[src/rtl/alu_share_ctrl_pkg.sv]
// Shared definitions for the ALU sharing controller: ALUCtrl codes, the
// legal-code check and the controller FSM state encoding.
// Imported by alu_share_ctrl and by anything that drives or checks it.
package alu_share_ctrl_pkg;

  localparam logic [3:0] ALU_AND = 4'b0000;
  localparam logic [3:0] ALU_OR  = 4'b0001;
  localparam logic [3:0] ALU_ADD = 4'b0010;
  localparam logic [3:0] ALU_LSR = 4'b0011;
  localparam logic [3:0] ALU_LSL = 4'b0100;
  localparam logic [3:0] ALU_SUB = 4'b0110;
  localparam logic [3:0] ALU_SLT = 4'b0111;

  typedef enum logic [1:0] {
    ST_IDLE = 2'd0,
    ST_EXEC = 2'd1,
    ST_RESP = 2'd2
  } state_e;

  // 1 when the code is one the ALU implements; anything else is answered
  // locally with an error response and never reaches the ALU.
  function automatic logic alu_ctrl_legal(input logic [3:0] code);
    logic ok;
    ok = 1'b0;
    case (code)
      ALU_AND, ALU_OR, ALU_ADD, ALU_LSR,
      ALU_LSL, ALU_SUB, ALU_SLT: ok = 1'b1;
      default:                   ok = 1'b0;
    endcase
    return ok;
  endfunction

endpackage

[src/rtl/alu_share_ctrl_rr_arbiter.sv]
// Round-robin arbiter: picks the first requester after last_grant_i (wrapping).
// Purely combinational, zero latency; grant is all-zero when enable_i is low.
// Ports: req_i (request vector), last_grant_i (index of previous winner),
//        enable_i, grant_o (one-hot), grant_idx_o (binary index of grant_o).
module alu_share_ctrl_rr_arbiter #(
  parameter int N_REQ = 2,
  parameter int IDX_W = (N_REQ > 1) ? $clog2(N_REQ) : 1
) (
  input  logic [N_REQ-1:0] req_i,
  input  logic [IDX_W-1:0] last_grant_i,
  input  logic             enable_i,
  output logic [N_REQ-1:0] grant_o,
  output logic [IDX_W-1:0] grant_idx_o
);

  logic             found;
  logic [IDX_W-1:0] cand;

  // Scan from the slot after the previous winner so the last winner has the
  // lowest priority this round.
  always_comb begin
    grant_o     = '0;
    grant_idx_o = '0;
    found       = 1'b0;
    cand        = '0;
    for (int off = 1; off <= N_REQ; off++) begin
      cand = IDX_W'((int'(last_grant_i) + off) % N_REQ);
      if (enable_i && !found && req_i[cand]) begin
        found       = 1'b1;
        grant_o     = '0;
        grant_o[cand] = 1'b1;
        grant_idx_o = cand;
      end
    end
  end

endmodule

[src/rtl/alu_share_ctrl.sv]
// Shares one DATA_W-bit ALU between N_REQ requesters with round-robin grant.
// Latency: accept edge T -> resp_valid visible after edge T+ALU_LAT (sampled high at T+ALU_LAT+1);
//   undefined ALUCtrl code answered right after the accept edge with err=1.
// Backpressure: response held stable until resp_ready of the granted index; no new grant meanwhile.
// Ports: CLK/Reset_L; req_valid/req_ready/req_a/req_b/req_ctrl (requester side, index-packed);
//   resp_valid/resp_ready/resp_data/resp_zero/resp_err (response side, one-hot valid, shared data);
//   alu_busa/alu_busb/alu_ctrl out to the ALU, alu_busw/alu_zero back from it.
module alu_share_ctrl
  import alu_share_ctrl_pkg::*;
#(
  parameter int N_REQ   = 2,
  parameter int DATA_W  = 64,
  parameter int ALU_LAT = 2
) (
  input  logic                      CLK,
  input  logic                      Reset_L,
  input  logic [N_REQ-1:0]          req_valid,
  output logic [N_REQ-1:0]          req_ready,
  input  logic [N_REQ*DATA_W-1:0]   req_a,
  input  logic [N_REQ*DATA_W-1:0]   req_b,
  input  logic [N_REQ*4-1:0]        req_ctrl,
  output logic [N_REQ-1:0]          resp_valid,
  input  logic [N_REQ-1:0]          resp_ready,
  output logic [DATA_W-1:0]         resp_data,
  output logic                      resp_zero,
  output logic                      resp_err,
  output logic [DATA_W-1:0]         alu_busa,
  output logic [DATA_W-1:0]         alu_busb,
  output logic [3:0]                alu_ctrl,
  input  logic [DATA_W-1:0]         alu_busw,
  input  logic                      alu_zero
);

  localparam int IDX_W = (N_REQ > 1) ? $clog2(N_REQ) : 1;
  localparam int CNT_W = (ALU_LAT > 1) ? $clog2(ALU_LAT) : 1;
  localparam logic [IDX_W-1:0] LAST_RST = IDX_W'(N_REQ - 1);
  localparam logic [CNT_W-1:0] CNT_INIT = CNT_W'(ALU_LAT - 1);
  localparam logic [N_REQ-1:0] ONE      = N_REQ'(1);

  state_e              state_q;
  logic [IDX_W-1:0]    gidx_q;
  logic [IDX_W-1:0]    last_grant_q;
  logic [CNT_W-1:0]    cnt_q;
  logic [DATA_W-1:0]   alu_busa_q;
  logic [DATA_W-1:0]   alu_busb_q;
  logic [3:0]          alu_ctrl_q;
  logic [N_REQ-1:0]    resp_valid_q;
  logic [DATA_W-1:0]   resp_data_q;
  logic                resp_zero_q;
  logic                resp_err_q;

  logic                arb_en;
  logic [N_REQ-1:0]    grant;
  logic [IDX_W-1:0]    grant_idx;
  logic [DATA_W-1:0]   sel_a;
  logic [DATA_W-1:0]   sel_b;
  logic [3:0]          sel_ctrl;

  // Reset_L gates the arbiter so req_ready reads 0 while reset is asserted.
  assign arb_en = (state_q == ST_IDLE) && Reset_L;

  alu_share_ctrl_rr_arbiter #(
    .N_REQ (N_REQ),
    .IDX_W (IDX_W)
  ) u_arb (
    .req_i        (req_valid),
    .last_grant_i (last_grant_q),
    .enable_i     (arb_en),
    .grant_o      (grant),
    .grant_idx_o  (grant_idx)
  );

  assign sel_a    = req_a[grant_idx*DATA_W +: DATA_W];
  assign sel_b    = req_b[grant_idx*DATA_W +: DATA_W];
  assign sel_ctrl = req_ctrl[grant_idx*4 +: 4];

  assign req_ready  = grant;
  assign resp_valid = resp_valid_q;
  assign resp_data  = resp_data_q;
  assign resp_zero  = resp_zero_q;
  assign resp_err   = resp_err_q;
  assign alu_busa   = alu_busa_q;
  assign alu_busb   = alu_busb_q;
  assign alu_ctrl   = alu_ctrl_q;

  always_ff @(posedge CLK or negedge Reset_L) begin
    if (!Reset_L) begin
      state_q      <= ST_IDLE;
      gidx_q       <= '0;
      last_grant_q <= LAST_RST;
      cnt_q        <= '0;
      alu_busa_q   <= '0;
      alu_busb_q   <= '0;
      alu_ctrl_q   <= '0;
      resp_valid_q <= '0;
      resp_data_q  <= '0;
      resp_zero_q  <= 1'b0;
      resp_err_q   <= 1'b0;
    end else begin
      case (state_q)
        ST_IDLE: begin
          if (|grant) begin
            gidx_q <= grant_idx;
            if (alu_ctrl_legal(sel_ctrl)) begin
              // ALU ports only move here, so they stay quiet between jobs.
              alu_busa_q <= sel_a;
              alu_busb_q <= sel_b;
              alu_ctrl_q <= sel_ctrl;
              cnt_q      <= CNT_INIT;
              state_q    <= ST_EXEC;
            end else begin
              resp_data_q  <= '0;
              resp_zero_q  <= 1'b0;
              resp_err_q   <= 1'b1;
              resp_valid_q <= grant;
              state_q      <= ST_RESP;
            end
          end
        end
        ST_EXEC: begin
          // ALU inputs have been stable for ALU_LAT cycles when cnt_q hits 0.
          if (cnt_q == '0) begin
            resp_data_q  <= alu_busw;
            resp_zero_q  <= alu_zero;
            resp_err_q   <= 1'b0;
            resp_valid_q <= ONE << gidx_q;
            state_q      <= ST_RESP;
          end else begin
            cnt_q <= cnt_q - CNT_W'(1);
          end
        end
        ST_RESP: begin
          if (resp_ready[gidx_q]) begin
            last_grant_q <= gidx_q;
            resp_valid_q <= '0;
            state_q      <= ST_IDLE;
          end
        end
        default: state_q <= ST_IDLE;
      endcase
    end
  end

endmodule

[config.mk]
export PLATFORM = sky130hd
export DESIGN_NAME = alu_share_ctrl
export DESIGN_NICKNAME = d
export VERILOG_FILES = /design/src/rtl/alu_share_ctrl_pkg.sv /design/src/rtl/alu_share_ctrl_rr_arbiter.sv /design/src/rtl/alu_share_ctrl.sv
export SDC_FILE = /design/constraint.sdc
export NUM_CORES = 1
export LEC_CHECK = 0
export ABC_AREA = 1
export CELL_PAD_IN_SITES_DETAIL_PLACEMENT = 0
export CELL_PAD_IN_SITES_GLOBAL_PLACEMENT = 1
export CORE_AREA = 3 3 206 208
export DETAILED_ROUTE_END_ITERATION = 6
export DIE_AREA = 0 0 209 211
export HOLD_SLACK_MARGIN = 0.15
export PLACE_DENSITY_LB_ADDON = 0.1
export SYNTH_ARGS = -nofsm -noshare
export SYNTH_HDL_FRONTEND = slang
export SYNTH_SLANG_ARGS = --single-unit
[constraint.sdc]
create_clock -name CLK -period 2.9 [get_ports CLK]
set_input_delay 0.58 -clock CLK [delete_from_list [all_inputs] [get_ports CLK]]
set_output_delay 0.58 -clock CLK [all_outputs]
set_load 0.01 [all_outputs]
# --- Word-level counts from Yosys, hierarchy flattened ---
# Cells that the tools add are included.
classes:
  n_addsub: 3
  n_lt_le_gt_ge: 5
  eq_ne: 13
  n_shift: 4
  n_mux: 43
  n_reduce_logical: 20
ops:
  columns: ["cell", "count"]
  rows:
  - ["indexed part select 128 x 8 -> 64 bit", 2]
  - ["two-way mux 64 bit", 3]
  - ["case mux 64 bit (2 select lines)", 1]
  - ["two-way mux 1 bit", 23]
  - ["two-way mux 2 bit", 9]
  - ["equality test 4 x 3 -> 1 bit, second input constant", 3]
  - ["case mux 2 bit (3 select lines)", 2]
  - ["AND reduction 3 bit", 3]
  - ["equality test 4 x 2 -> 1 bit, second input constant", 2]
  - ["indexed part select 8 x 4 -> 4 bit", 1]
  - ["OR reduction 7 bit", 1]
  - ["logical AND 1 bit", 6]
  - ["less-than comparator 1 x 2 -> 1 bit, second input constant", 3]
  - ["!= test 2 bit, second input constant", 3]
  - ["case mux 1 bit (2 select lines)", 3]
  - ["AND reduction 5 bit", 1]
  - ["equality test 4 x 1 -> 1 bit, second input constant", 1]
  - ["logical NOT 4 bit", 1]
  - ["!= test 2 x 1 -> 1 bit, second input constant", 2]
  - ["AND reduction 2 bit", 2]
  - ["AND reduction 4 bit", 1]
  - ["nonzero test 3 bit", 1]
  - ["adder 1 bit, second input constant", 2]
  - ["demux 1 bit (select 1 bit)", 2]
  - ["other kinds (9)", 10]
word_totals:
  register_bits: 205
  in_bits: 335

# --- Depth between registers and ports, before layout ---
# Gate-level depths: netlist of run 1.
logic_depth:
  word_depth: 18
  depth_mapped: 15
  depth_no_buf: 13

# --- Cells and area by module ---
# From an unflattened synthesis of run 1, not the netlist that was laid out.
unflattened:
  cells_unflattened: 1426
  hier_area_um2: 10292.4
by_module_without_submodules:
  columns: ["mod", "instances", "cells_per_inst", "area_each_um2"]
  rows:
  - ["alu_share_ctrl", 1, 1420, 10263.6]
  - ["alu_share_ctrl_rr_arbiter", 1, 6, 28.8]

# --- Worst setup path after synthesis of run 1 ---
# Ideal clock, no wire load.
synth_timing:
  kind: "register -> output"
  startpoint: "register state_q[0]"
  endpoint: "output req_ready[1]"
  t_arrival_ns: 1.572
  setup_slack_ns: 0.748
  path_stages_with_launch: 9
  path_buffers: 2
  path_cell_list: "dfrtp_1 -> inv_1 -> ha_1 -> nand2_1 -> nor2_4 -> nand2_2 -> inv_1 -> clkbuf_1 -> buf_4"
synth_between:
  elab_chain_len: 8
  elab_cells_between_ends: 9
  cone_classes: "mux (3); reduce/logical (6)"
synth_rtl:
  columns: ["element", "line_no", "source"]
  rows:
  - ["start, declared", "alu_share_ctrl.sv:40", "state_e state_q;"]
  - ["start signal, assigned", "alu_share_ctrl.sv:88", "state_q <= ST_IDLE;"]
  - ["start signal, assigned", "alu_share_ctrl.sv:110", "state_q <= ST_EXEC;"]
  - ["start signal, assigned", "alu_share_ctrl.sv:116", "state_q <= ST_RESP;"]
  - ["logical NOT 2 bit *", "alu_share_ctrl.sv:60", "assign arb_en = (state_q == ST_IDLE) && Reset_L;"]
  - ["logical AND 1 bit *", "alu_share_ctrl.sv:60", null]
  - ["logical AND 1 bit", "alu_share_ctrl_rr_arbiter.sv:28", "if (enable_i && !found && req_i[cand]) begin"]
  - ["two-way mux 1 bit", "alu_share_ctrl_rr_arbiter.sv:28", null]
  - ["logical NOT 1 bit", "alu_share_ctrl_rr_arbiter.sv:28", null]
  - ["logical AND 1 bit (2 in series)", "alu_share_ctrl_rr_arbiter.sv:28", null]
  - ["two-way mux 2 bit *", "alu_share_ctrl_rr_arbiter.sv:28", null]
  - ["end, declared", "alu_share_ctrl.sv:18", "output logic [N_REQ-1:0] req_ready,"]
# Every way passes the cells marked *; elsewhere a longest branch is shown, timed or not.

# --- Final worst setup path of run 1 ---
layout_timing:
  startpoint: "input Reset_L"
  endpoint: "output req_ready[1]"
layout_between:
  elab_chain_len: 7
  elab_cells_between_ends: 8
  cone_classes: "mux (3); reduce/logical (5)"
layout_rtl:
  columns: ["element", "line_no", "source"]
  rows:
  - ["start, declared", "alu_share_ctrl.sv:16", "input logic Reset_L,"]
  - ["logical AND 1 bit *", "alu_share_ctrl.sv:60", null]
  - ["logical AND 1 bit", "alu_share_ctrl_rr_arbiter.sv:28", null]
  - ["two-way mux 1 bit", "alu_share_ctrl_rr_arbiter.sv:28", null]
  - ["logical NOT 1 bit", "alu_share_ctrl_rr_arbiter.sv:28", null]
  - ["logical AND 1 bit (2 in series)", "alu_share_ctrl_rr_arbiter.sv:28", null]
  - ["two-way mux 2 bit *", "alu_share_ctrl_rr_arbiter.sv:28", null]
# Marked as above.

==> results of run 1 <==
## timing repair
item	CTS	global route
endpoints found under the hold margin	16	0
resized for setup	3	0
hold buffers	1	0
endpoints found under the setup margin	2	0
## metrics by stage
step / cells / power, mW / area (sq um) / worst slack [ns]
global route: 2454 / 15.9 / 17000 / 0.000821
global placement: 2412 / 12.0 / 16200 / 0.253
CTS: 2452 / 15.1 / 16900 / 0.0319
finish: 2456 / 14.8 / 17000 / 0.0742
floorplan: 1422 / 7.76 / 10300 / 0.748
detailed placement: 2412 / 12.0 / 16200 / 0.190
## state kept, by name, summed over array words and instances (netlist names), 2 cells and up
register and flops:
alu_busa 64, resp_data 64, state_q 2, alu_ctrl 4, alu_busb 64, resp_valid 2
## cell type report
cell class / count / share of cell area [%]
diodes: 4 / 0.0590
clock buffers: 36 / 4.41
clock inverters: 3 / 0.111
inverters: 16 / 0.398
multi-input cells: 1101 / 27.5
flip-flops and latches: 205 / 30.3
well taps: 532 / 3.93
repair buffers: 559 / 33.4
## cells by family after synthesis
kind of cell | Yosys count | synth area share, %
adder cells (fa/ha/maj) | 4 | 0.487
AO/OA/AOI/OAI | 11 | 0.560
buffers and inverters | 116 | 5.07
AND/OR/NAND/NOR | 1086 | 44.0
flip-flops | 205 | 49.9
## power breakdown
part	total, mW	internal [mW]	leakage (nW)	switching (mW)
Clock	2.98	1.76	0.382	1.22
Sequential	4.72	4.05	2.65	0.675
Combinational	7.09	3.29	5.25	3.80
## cells in the final DEF (no fill, tap or decap), drive strengths merged, types with 6 or more instances in the layout
cell,instances
buf,23
clkbuf,36
clkdlybuf4s50,533
dfrtp,204
inv,17
nand2,870
nand3,143
nand3b,66
nor2,6
o21ai,7
## Yosys cell counts
cell,number
a21oi_1,2
o21ai_1,1
nor2_1,5
nand3_1,142
inv_2,2
nand2_1,868
dfrtp_1,204
buf_4,12
nand2_2,2
clkbuf_1,59
buf_1,1
or2_0,1
dfstp_2,1
buf_2,27
a31oi_1,1
ha_1,4
nand3b_1,66
nand3_2,1
nor2_4,1
o22ai_1,1
o21ai_0,6
buf_6,1
inv_1,14
## final timing paths
path                                  to  slack, ns
hold / removal             resp_data[52]       0.47
setup / recovery            req_ready[1]       0.07
setup reg to reg            alu_busb[47]       0.42
max in group asynchronous   alu_busa[26]       1.23
hold reg to reg            resp_data[52]       0.47
min in group asynchronous    alu_busb[5]       0.53
## metal layers
metal / global-route usage (%) / vias to the layer above / routed length [um]
li1: - / 5390 / -
met1: 23.4 / 4947 / 17800
met2: 34.3 / 367 / 22500
met3: 6.33 / 47 / 3640
met4: 3.49 / 8 / 647
met5: 0 / - / 57
## critical path: stages
cell and delay [ns]:
dlygate4sd3_1 0.61, buf_8 0.22, nand2_1 0.13, nor2_4 0.17
nand2_4 0.11, inv_4 0.10, dlygate4sd2_1 0.30
==> run_results.csv, run 1 <==
group,metric,value,unit
clock_tree,htreeDepth,1,
logic_synthesis,ys_seq_area_share,49.9,%
power_and_ir_drop,cellLeakagePower,8.29,nW
setup_path,worst-path-max-fanout,19,
timing,hold_viol,0,
clock_tree,cts_tree,"done",
timing,setup_tns,0,ns
floorplanning,initial_utilization,25.2,%
logic_synthesis,synth_nets,1761,
clock_tree,clkLatencyLatePin,0.53,ns
global_routing,antenna_found_initial,9,
timing,slew_viol_final,0,
clock_tree,cts.root.buffer_cell,"clkbuf_16",
clock_tree,postCtsSetupBuffers,0,
floorplanning,dieArea,44100,sq um
timing,skew,0.0165,ns
setup_path,ff2ff_path_depth,12,
clock_tree,cts.sinks,205,
setup_path,startpoint,"Reset_L",
route,post-route-drc-count,0,
final_layout,utilization,41.6,%
setup_path,cp.arrival,2.25,ns
flow_run,maxCapViolations,0,
floorplanning,rows,74,
timing,setup_viol_count_final,0,
route,vias_per_cell,4.38,
power_and_ir_drop,powerDensity,872,nW/um^2
placed_design,port_buffers,536,
final_layout,area_growth,64.9,%
route,num_vias,10759,
floorplanning,dieWidth,209,um
route,routed_wl,44.7,mm
final_layout,multi_input_area,4660,sq um
timing,max_freq,354,MHz
timing,fin_hold_ws,0.465,ns
timing,post-route-period-util,97.4,%
route,wl_per_cell,18.2,um
global_routing,grt_pass1_wl,66.9,mm
hold_path,hp-start,"resp_data[52]",
logic_synthesis,synthCells,1422,
timing,rsz0062_at_grt,"false",
timing,fin_crit,2.83,ns
setup_path,critical_path_class,"in2out",
logic_synthesis,synth-seq-cells,205,
setup_path,crit_path_end_kind,"output port",
logic_synthesis,synth.area.top_cells,"dfrtp_1 50%, nand2_1 32%, nand3_1 6.9%",
clock_tree,clk_pin_slew,0.05,ns
final_layout,layout-drive-gt1-share,3.70,%
floorplanning,core_area,40700,sq um
timing,tightest_slew,0.907,ns
clock_tree,cts_made_buffers,25,
logic_synthesis,yosys.area.top_type,"dfrtp_1",
logic_synthesis,synthesis.area,10300,sq um
setup_path,worstPathRequired,2.32,ns
power_and_ir_drop,peakVddDrop,0.590,mV
logic_synthesis,yosysWarningCount,0,
global_routing,overflow,0,
final_layout,ff_latch_area,5130,sq um
clock_tree,clockBufferDepth,3,
placed_design,gp_congestion,0.802,
floorplanning,io_pins,537,
route,dr.first_iter.drc_count,562,
placed_design,hpwl,32.8,mm
run_status,status,"completed",
logic_synthesis,synth_cell_types,23,
hold_path,worstHoldPathType,"reg2reg",
global_routing,grt_usage,19.4,%
final_layout,nNetsFinal,2247,
hold_path,hold_depth,2,
final_layout,num-fill-cells,4284,
route,ant_nets,0,
logic_synthesis,yosysTopAreaCellShare,49.6,%
global_routing,grt_max_degree,125,
floorplanning,die_h,211,um
setup_path,r2r_start,"state_q[0]",
route,drtPass1Iterations,5,
timing,relSlewSlack,39.6,%
logic_synthesis,synth_area_per_cell,7.23,sq um
setup_path,start_kind,"input pin",
global_routing,grt_pass1_vias,10801,
Note: power is estimated with default switching activity, not from simulation.
==> run 2, diff against run 1 <==
--- a/config.mk
+++ b/config.mk
@@ -8,9 +8,9 @@
 export ABC_AREA = 1
 export CELL_PAD_IN_SITES_DETAIL_PLACEMENT = 0
 export CELL_PAD_IN_SITES_GLOBAL_PLACEMENT = 1
-export CORE_AREA = 3 3 206 208
+export CORE_AREA = 2 2 211 213
 export DETAILED_ROUTE_END_ITERATION = 6
-export DIE_AREA = 0 0 209 211
+export DIE_AREA = 0 0 213 215
 export HOLD_SLACK_MARGIN = 0.15
 export PLACE_DENSITY_LB_ADDON = 0.1
 export SYNTH_ARGS = -nofsm -noshare
==> run 2 against run 1 <==
Compared with the run above: non-clock buffer count down 1; global-route usage decreased by 0.21 points; routed wire length up 0.66%; critical path type is now reg2out; worst hold slack worse by 0.27 ns; via count shrank 0.16%; largest power group unchanged; critical endpoint unchanged.
==> run_results.csv, run 2 (synthesis gave the netlist of run 1 again) <==
group,metric,value,unit
run_status,status,"completed",
clock_tree,postCtsSetupBuffers,0,
floorplanning,die_h,215,um
route,routed_wl,45.0,mm
timing,fin_hold_ws,0.200,ns
clock_tree,cts.sinks,205,
timing,max_freq,377,MHz
global_routing,overflow,0,
route,ant_nets,0,
placed_design,hpwl,32.2,mm
setup_path,worstPathRequired,2.32,ns
global_routing,antenna_found_initial,14,
floorplanning,dieArea,45800,sq um
power_and_ir_drop,peakVddDrop,0.499,mV
setup_path,r2r_setup_slack,0.41,ns
route,vias_per_cell,4.25,
placed_design,dpl-instance-area,16300,sq um
final_layout,layout_common_cells,"867 x nand2_1, 533 x clkdlybuf4s50_1, 204 x dfrtp_1, 142 x nand3_1, 66 x nand3b_1",
timing,setup_viol_count_final,0,
clock_tree,clkLatencyLatePin,0.54,ns
timing,tightest_slew,0.881,ns
placed_design,post-place-ws,0.125,ns
timing,layout_setup_ws,0.245,ns
final_layout,final_cell_area,17100,sq um
global_routing,grt_pass1_wl,67.5,mm
final_layout,layout-drive-gt1-share,3.79,%
timing,fin_crit,2.65,ns
final_layout,final_common_cell,"nand2_1",
placed_design,port_buffers,536,
route,dr.first_iter.drc_count,571,
clock_tree,cts_made_buffers,26,
route,post-route-drc-count,0,
flow_run,maxCapViolations,0,
setup_path,cp.arrival,2.07,ns
timing,post-route-period-util,91.6,%
floorplanning,io_pins,537,
timing,setup_tns,0,ns
global_routing,grt_max_degree,154,
route,num_vias,10742,
final_layout,fin_cells,2528,
final_layout,nNetsFinal,2247,
setup_path,crit_path_end_kind,"output port",
timing,slew_viol_final,0,
route,wl_per_cell,17.8,um
timing,hold_viol,0,
clock_tree,cts.root.buffer_cell,"clkbuf_16",
clock_tree,htreeDepth,1,
placed_design,gp_congestion,0.780,
timing,relSlewSlack,41.3,%
floorplanning,rows,77,
clock_tree,cts_tree,"done",
hold_path,worstHoldPathType,"in2async",
setup_path,start_kind,"flip-flop",
setup_path,worst-path-max-fanout,8,
power_and_ir_drop,cellLeakagePower,8.33,nW
floorplanning,initial_utilization,23.6,%
clock_tree,ctsHoldBuffers,0,
power_and_ir_drop,powerDensity,878,nW/um^2
final_layout,utilization,39.3,%
floorplanning,core_area,43600,sq um
floorplanning,dieWidth,213,um
global_routing,grt_usage,19.2,%
clock_tree,clk_pin_slew,0.06,ns
setup_path,critical_path_class,"reg2out",
final_layout,num-fill-cells,4592,
timing,rsz0062_at_grt,"false",
global_routing,grt_pass1_vias,11045,
clock_tree,clockBufferDepth,3,
timing,skew,0.0165,ns
route,drtPass1Iterations,4,
power_and_ir_drop,finalPower,15.1,mW
placed_design,dpl.cell_count,2472,
final_layout,area_growth,66.7,%
## run 2: routing by layer
layer / GRT usage [%] / routed length, um / part of all wire [%]
met4: 5.13 / 905 / 2.0
met3: 6.80 / 4160 / 9.2
met2: 32.3 / 21400 / 48
met5: 0 / 80 / 0.18
met1: 23.1 / 18500 / 41
## run 2: power breakdown
group          switching [mW]  leakage (nW)  internal, mW
Clock                    1.27         0.413          1.95
Sequential              0.669          2.65          4.05
Combinational            3.81          5.26          3.31
Total                    5.75          8.33          9.30
## run 2: final timing paths
path                                  start            end  depth (start not counted)
worst max register to register   state_q[1]    alu_ctrl[0]                         12
max in group asynchronous           Reset_L   alu_busa[63]                          3
worst min-delay path                Reset_L  resp_data[39]                          2
min in group CLK                alu_busa[2]    alu_busa[2]                          2
worst min register to register  alu_busa[2]    alu_busa[2]                          2
worst max-delay path             state_q[1]   req_ready[1]                          7
## run 2: timing repair
action / 4_1_cts / 5_1_grt
gates resized for setup: 3 / 0
endpoints found under the setup margin: 2 / 0
hold endpoints to repair: 0 / 0
## run 2: critical path, stage by stage, from the launching register on
cell	delay [ns]
dfrtp_1	0.41
inv_1	0.10
ha_2	0.24
nand2_1	0.12
nor2_4	0.16
nand2_4	0.10
inv_4	0.09
dlygate4sd2_1	0.31
## run 2: final cells by class
class	instances	area [sq um]	area share [%]
timing repair buffer	558	5670	33.1
sequential	205	5130	29.9
inverter	16	67.6	0.394
multi-input combinational	1101	4660	27.2
clock buffer	42	792	4.62
tap	592	741	4.32
clock inverter	5	56.3	0.328
antenna	9	22.5	0.131
